===== src/rtl/add_serial_pkg.sv =====
// Shared types and defaults for the add_serial controller and its operand FIFO.
// The optional result tag is enabled by ADD_SERIAL_CTRL_TAG_EN in add_serial_ctrl.
package add_serial_pkg;

  localparam int WIDTH_DEF   = 8;
  localparam int ADD_LAT_DEF = 9;
  localparam int TAG_WIDTH   = 4;

  typedef enum logic [1:0] {
    S_IDLE,
    S_ISSUE,
    S_WAIT,
    S_HOLD
  } state_e;

endpackage


===== src/rtl/add_serial_fifo.sv =====
// Operand-pair FIFO: each entry packs {A, B}; one-extra-bit pointers give full/empty.
module add_serial_fifo #(
  parameter int WIDTH = 8,
  parameter int DEPTH = 4
) (
  input  logic               clk,
  input  logic               rst,
  input  logic               push_i,
  input  logic [2*WIDTH-1:0] wdata_i,
  input  logic               pop_i,
  output logic [2*WIDTH-1:0] rdata_o,
  output logic               full_o,
  output logic               empty_o
);

  localparam int AW = $clog2(DEPTH);

  logic [AW:0]          wr_ptr_q;
  logic [AW:0]          rd_ptr_q;
  logic [2*WIDTH-1:0]   mem_q [DEPTH];
  logic                 do_push;
  logic                 do_pop;

  assign full_o  = (wr_ptr_q[AW] != rd_ptr_q[AW]) &&
                   (wr_ptr_q[AW-1:0] == rd_ptr_q[AW-1:0]);
  assign empty_o = (wr_ptr_q == rd_ptr_q);
  assign rdata_o = mem_q[rd_ptr_q[AW-1:0]];
  assign do_push = push_i && !full_o;
  assign do_pop  = pop_i && !empty_o;

  always_ff @(posedge clk or negedge rst) begin
    if (!rst) begin
      wr_ptr_q <= '0;
      rd_ptr_q <= '0;
    end else begin
      if (do_push) wr_ptr_q <= wr_ptr_q + (AW+1)'(1);
      if (do_pop)  rd_ptr_q <= rd_ptr_q + (AW+1)'(1);
    end
  end

  // Storage needs no reset: stale entries are unreachable once the pointers clear.
  always_ff @(posedge clk) begin
    if (do_push) mem_q[wr_ptr_q[AW-1:0]] <= wdata_i;
  end

endmodule


===== src/rtl/add_serial_ctrl.sv =====
// Operand sequencer and result collector for the add_serial bit-serial adder.
// Define ADD_SERIAL_CTRL_TAG_EN to add the res_tag port and its sequence counter.
module add_serial_ctrl
  import add_serial_pkg::*;
#(
  parameter int WIDTH   = WIDTH_DEF,
  parameter int DEPTH   = 4,
  parameter int ADD_LAT = ADD_LAT_DEF
) (
  input  logic                 clk,
  input  logic                 rst,
  input  logic                 in_valid,
  output logic                 in_ready,
  input  logic [WIDTH-1:0]     in_a,
  input  logic [WIDTH-1:0]     in_b,
  output logic                 add_en,
  output logic [WIDTH-1:0]     add_a,
  output logic [WIDTH-1:0]     add_b,
  input  logic [WIDTH-1:0]     add_out,
  output logic                 res_valid,
  input  logic                 res_ready,
  output logic [WIDTH-1:0]     res_data
`ifdef ADD_SERIAL_CTRL_TAG_EN
  ,
  output logic [TAG_WIDTH-1:0] res_tag
`endif
);

  localparam int LW = $clog2(ADD_LAT) + 1;
  localparam logic [LW-1:0] LAT_LAST = LW'(ADD_LAT - 1);

  state_e             state_q;
  logic [LW-1:0]      lat_cnt_q;
  logic [LW-1:0]      lat_cnt_d;
  logic               add_en_q;
  logic [WIDTH-1:0]   add_a_q;
  logic [WIDTH-1:0]   add_b_q;
  logic               res_valid_q;
  logic [WIDTH-1:0]   res_data_q;
  logic               fifo_full;
  logic               fifo_empty;
  logic               fifo_pop;
  logic [2*WIDTH-1:0] fifo_head;

  add_serial_fifo #(
    .WIDTH (WIDTH),
    .DEPTH (DEPTH)
  ) u_fifo (
    .clk     (clk),
    .rst     (rst),
    .push_i  (in_valid),
    .wdata_i ({in_a, in_b}),
    .pop_i   (fifo_pop),
    .rdata_o (fifo_head),
    .full_o  (fifo_full),
    .empty_o (fifo_empty)
  );

  assign in_ready  = !fifo_full;
  assign fifo_pop  = (state_q == S_ISSUE);
  assign lat_cnt_d = lat_cnt_q + LW'(1);

  assign add_en    = add_en_q;
  assign add_a     = add_a_q;
  assign add_b     = add_b_q;
  assign res_valid = res_valid_q;
  assign res_data  = res_data_q;

`ifdef ADD_SERIAL_CTRL_TAG_EN
  logic [TAG_WIDTH-1:0] tag_q;
  assign res_tag = tag_q;

  always_ff @(posedge clk or negedge rst) begin
    if (!rst) begin
      tag_q <= '0;
    end else if (state_q == S_HOLD && res_ready) begin
      tag_q <= tag_q + TAG_WIDTH'(1);
    end
  end
`endif

  // Operands and the enable are loaded on the way into S_ISSUE so the pulse
  // and its operands are registered and coincide with the issue cycle.
  always_ff @(posedge clk or negedge rst) begin
    if (!rst) begin
      state_q     <= S_IDLE;
      lat_cnt_q   <= '0;
      add_en_q    <= 1'b0;
      add_a_q     <= '0;
      add_b_q     <= '0;
      res_valid_q <= 1'b0;
      res_data_q  <= '0;
    end else begin
      case (state_q)
        S_IDLE: begin
          if (!fifo_empty) begin
            add_en_q <= 1'b1;
            add_a_q  <= fifo_head[2*WIDTH-1:WIDTH];
            add_b_q  <= fifo_head[WIDTH-1:0];
            state_q  <= S_ISSUE;
          end
        end
        S_ISSUE: begin
          add_en_q  <= 1'b0;
          lat_cnt_q <= '0;
          state_q   <= S_WAIT;
        end
        S_WAIT: begin
          lat_cnt_q <= lat_cnt_d;
          if (lat_cnt_d == LAT_LAST) begin
            res_data_q  <= add_out;
            res_valid_q <= 1'b1;
            state_q     <= S_HOLD;
          end
        end
        S_HOLD: begin
          if (res_ready) begin
            res_valid_q <= 1'b0;
            state_q     <= S_IDLE;
          end
        end
        default: state_q <= S_IDLE;
      endcase
    end
  end

endmodule


===== config.mk =====
export PLATFORM = sky130hd
export DESIGN_NAME = add_serial_ctrl
export DESIGN_NICKNAME = d
export VERILOG_FILES = /design/src/rtl/add_serial_pkg.sv /design/src/rtl/add_serial_fifo.sv /design/src/rtl/add_serial_ctrl.sv
export SDC_FILE = /design/constraint.sdc
export NUM_CORES = 1
export LEC_CHECK = 0
export CAP_MARGIN = 20
export CORE_MARGIN = 2
export CORE_UTILIZATION = 55
export DETAILED_ROUTE_END_ITERATION = 16
export PLACE_DENSITY = 0.91
export SYNTH_ARGS = -nofsm -noshare
export SYNTH_HDL_FRONTEND = slang
export SYNTH_SLANG_ARGS = --single-unit

===== constraint.sdc =====
create_clock -name clk -period 3 [get_ports clk]
set_input_delay 0.3 -clock clk [delete_from_list [all_inputs] [get_ports clk]]
set_output_delay 0.3 -clock clk [all_outputs]
set_load 0.05 [all_outputs]

==> impl_metrics.csv <==
group,metric,value,unit
timing,slew_viol_final,0,
final_layout,layout.nets,341,
logic_synthesis,ys_types,42,
cts,cts_root_buffer,"clkbuf_8",
floorplanning,fp.dieH,92.9,um
timing,fin_crit,2080,ps
logic_synthesis,synth_area,0.00435,mm^2
grt,grt_usage,0.183,
grt,grt_pass1_vias,2314,
logic_synthesis,avgSynthCellArea,18.3,um^2
logic_synthesis,yosysTopAreaCell,"edfxtp_1",
logic_synthesis,synth_seq_cells,103,
routing,dr.pass1.iters,4,
logic_synthesis,synth-edff-count,64,
cts,clk_path_buf_depth,2,
final_layout,drive_above_1_share,0.242,
grt,grt-ovfl-total,0,
setup_path,worst_ep_arrival_time,2330,ps
timing,relSlewSlack,0.391,
timing,rsz0062_at_grt,"no",
logic_synthesis,synth_top_area_frac,0.442,
timing,tns,0,ps
grt,antenna_found_initial,0,
logic_synthesis,synthTopCellsByArea,"edfxtp_1 (44%), dfrtp_1 (22%), mux4_2 (8.3%)",
setup_path,max_stage_delay,780,ps
placement,place.gp.congestion,0.736,
final_layout,n_fill_cell,510,
cts,cts_inserted_buffers,9,
timing,skew,13.7,ps
setup_path,end_kind,"flop",
timing,holdWs,55.4,ps
cts,cts-resized-gates,0,
worst_hold_path,hold_path_class,"primary input to asynchronous set/reset pin",
cts,clkSlewWorstSetupHoldPaths,100,ps
pwr,p_leak,0.00197,uW
setup_path,crit_type,"flop to flop",
placement,place_hpwl,4690,um
cts,cts_tree,"yes",
timing,finalSetupViolCount,0,
logic_synthesis,ys_seq_area_frac,0.667,
routing,drt_iter0_markers,119,
placement,port_buffers,54,
final_layout,layout_common_cells,"edfxtp_1 (64), clkdlybuf4s50_1 (52), dfrtp_1 (39), mux2_4 (18), mux4_2 (16)",
run_status,status,"complete, no violations",
floorplanning,die_w,92.9,um
floorplanning,die_area,0.00863,mm^2
logic_synthesis,ys.flop_type,"edfxtp_1",
final_layout,post-route-util,0.674,
cts,holdBufCountCts,0,
logic_synthesis,synth_async_sr_flop_share,0.379,
final_layout,final_common_cell,"edfxtp_1",
floorplanning,coreArea,0.00769,mm^2
placement,dp.cells,392,
setup_path,crit_chain,"buf_4 > mux4_2 > mux2_2",
pwr,ir_drop,0.574,mV
routing,via_per_inst,5.44,
routing,ant_nets,0,
cts,htree_levels,3,
grt,grt_pass1_wl,11700,um
cts,clock-sinks,103,
logic_synthesis,yosys_warnings,0,
final_layout,final_cells,408,
setup_path,cp.required,3250,ps
flow_run,cap_violations,0,
final_layout,diodes,0,
cts,cts_setup_buffers,0,
setup_path,slowest_stage,"dfrtp_1",
grt,grt_max_degree,40,
logic_synthesis,netlist_instances,237,
routing,post_drt_wl_per_cell,17.6,um
final_layout,area_growth,19.1,%
setup_path,worstPathMaxFanout,11,
routing,drc,0,
setup_path,worst_setup_path_start_kind,"flop",
logic_synthesis,syn_nets,277,
floorplanning,core.rowCount,32,
floorplanning,io_pins,55,
timing,tightest_slew,913,ps
floorplanning,floorplan.initialDensity,0.565,
cts,clk-insertion-delay-late,370,ps
routing,dr_total_vias,2220,
timing,period_share,0.692,
routing,wirelength,7190,um
pwr,power_density,1040,mW/mm^2
timing,max_clock_freq,481,MHz
timing,finalHoldViolCount,0,
[registers in the layout (all words and copies together) (netlist names)]
| name | count |
|---|---|
| add_en | 1 |
| state_q | 2 |
| add_a | 8 |
| lat_cnt_q | 5 |
| res_data | 8 |
| u_fifo.wr_ptr_q | 3 |
| u_fifo.rd_ptr_q | 3 |
| res_valid | 1 |
| add_b | 8 |
| u_fifo.mem_q | 64 |
[routing by layer]
| metal | GRT usage | vias up | share of wire |
|---|---|---|---|
| met3 | 0.0431 | 5 | 0.038 |
| met5 | 0 | - | 0 |
| met2 | 0.310 | 50 | 0.51 |
| met1 | 0.231 | 1142 | 0.44 |
| li1 | - | 1023 | - |
| met4 | 0.0662 | 0 | 0.0095 |
[stage by stage]
stage | power, uW | instance area, um^2 | setup slack [ps]
floorplan | 4010 | 4350 | 1180
global placement | 4540 | 4990 | 957
CTS | 5440 | 5180 | 883
global route | 5670 | 5180 | 794
detailed placement | 4620 | 4990 | 898
finish | 5370 | 5180 | 923
[cell type report]
cell class	count	area, um^2	area share
clock inverters	6	55.1	0.0106
multi-input cells	115	1350	0.260
clock buffers	10	128	0.0246
repair buffers	60	578	0.112
flip-flops and latches	103	2900	0.560
inverters	12	45.0	0.00870
well taps	102	128	0.0246
[report_power, final]
group,switching [uW],total [uW],internal [uW],leakage [uW]
clock,483,800,317,0.0000929
sequential,237,2170,1940,0.00105
combinational,1320,2400,1080,0.000824
total,2040,5370,3330,0.00197
[logic make-up (layout without fill, tap and decap cells)]
family / Yosys count / count (layout) / share of synthesized area
flops: 103 / 103 / 0.667
mux: 42 / 42 / 0.168
simple gates: 33 / 33 / 0.0478
compound gates: 19 / 19 / 0.0322
buf+inv: 19 / 88 / 0.0236
fa+ha+maj: 12 / 12 / 0.0345
xor+xnor: 9 / 9 / 0.0268
[cells in the mapped netlist (all sizes together), types with 2 or more instances]
cell type,count
o21ai,6
xor2,3
dfrtp,39
o22ai,2
nand2b,2
nand3,7
buf,5
ha,12
inv,12
mux2,25
clkbuf,2
nand2,9
edfxtp,64
nor2,2
nor3b,2
xnor2,6
nor2b,2
a211o,2
mux4,16
a21oi,4
and2,4
[worst max-delay path: cells and delay by family, from the launching register on]
family	cells	cell delay, ps
multiplexers	2	820
buffers and inverters	1	360
flip-flops	1	780
[path summary, 6_finish.rpt]
| check | from | endpoint | slack, ps | depth (start not counted) |
|---|---|---|---|---|
| worst max register to register | u_fifo.rd_ptr_q[0] | add_b[5] | 920 | 3 |
| min in group clk | res_data[3] | res_data[3] | 520 | 1 |
| worst min register to register | res_data[3] | res_data[3] | 520 | 1 |
| worst min-delay path | rst | state_q[0] | 60 | 1 |
| worst max-delay path | u_fifo.rd_ptr_q[0] | add_b[5] | 920 | 3 |
| max in group asynchronous | rst | add_b[1] | 2360 | 1 |
Power figures use the tool's default switching activity.
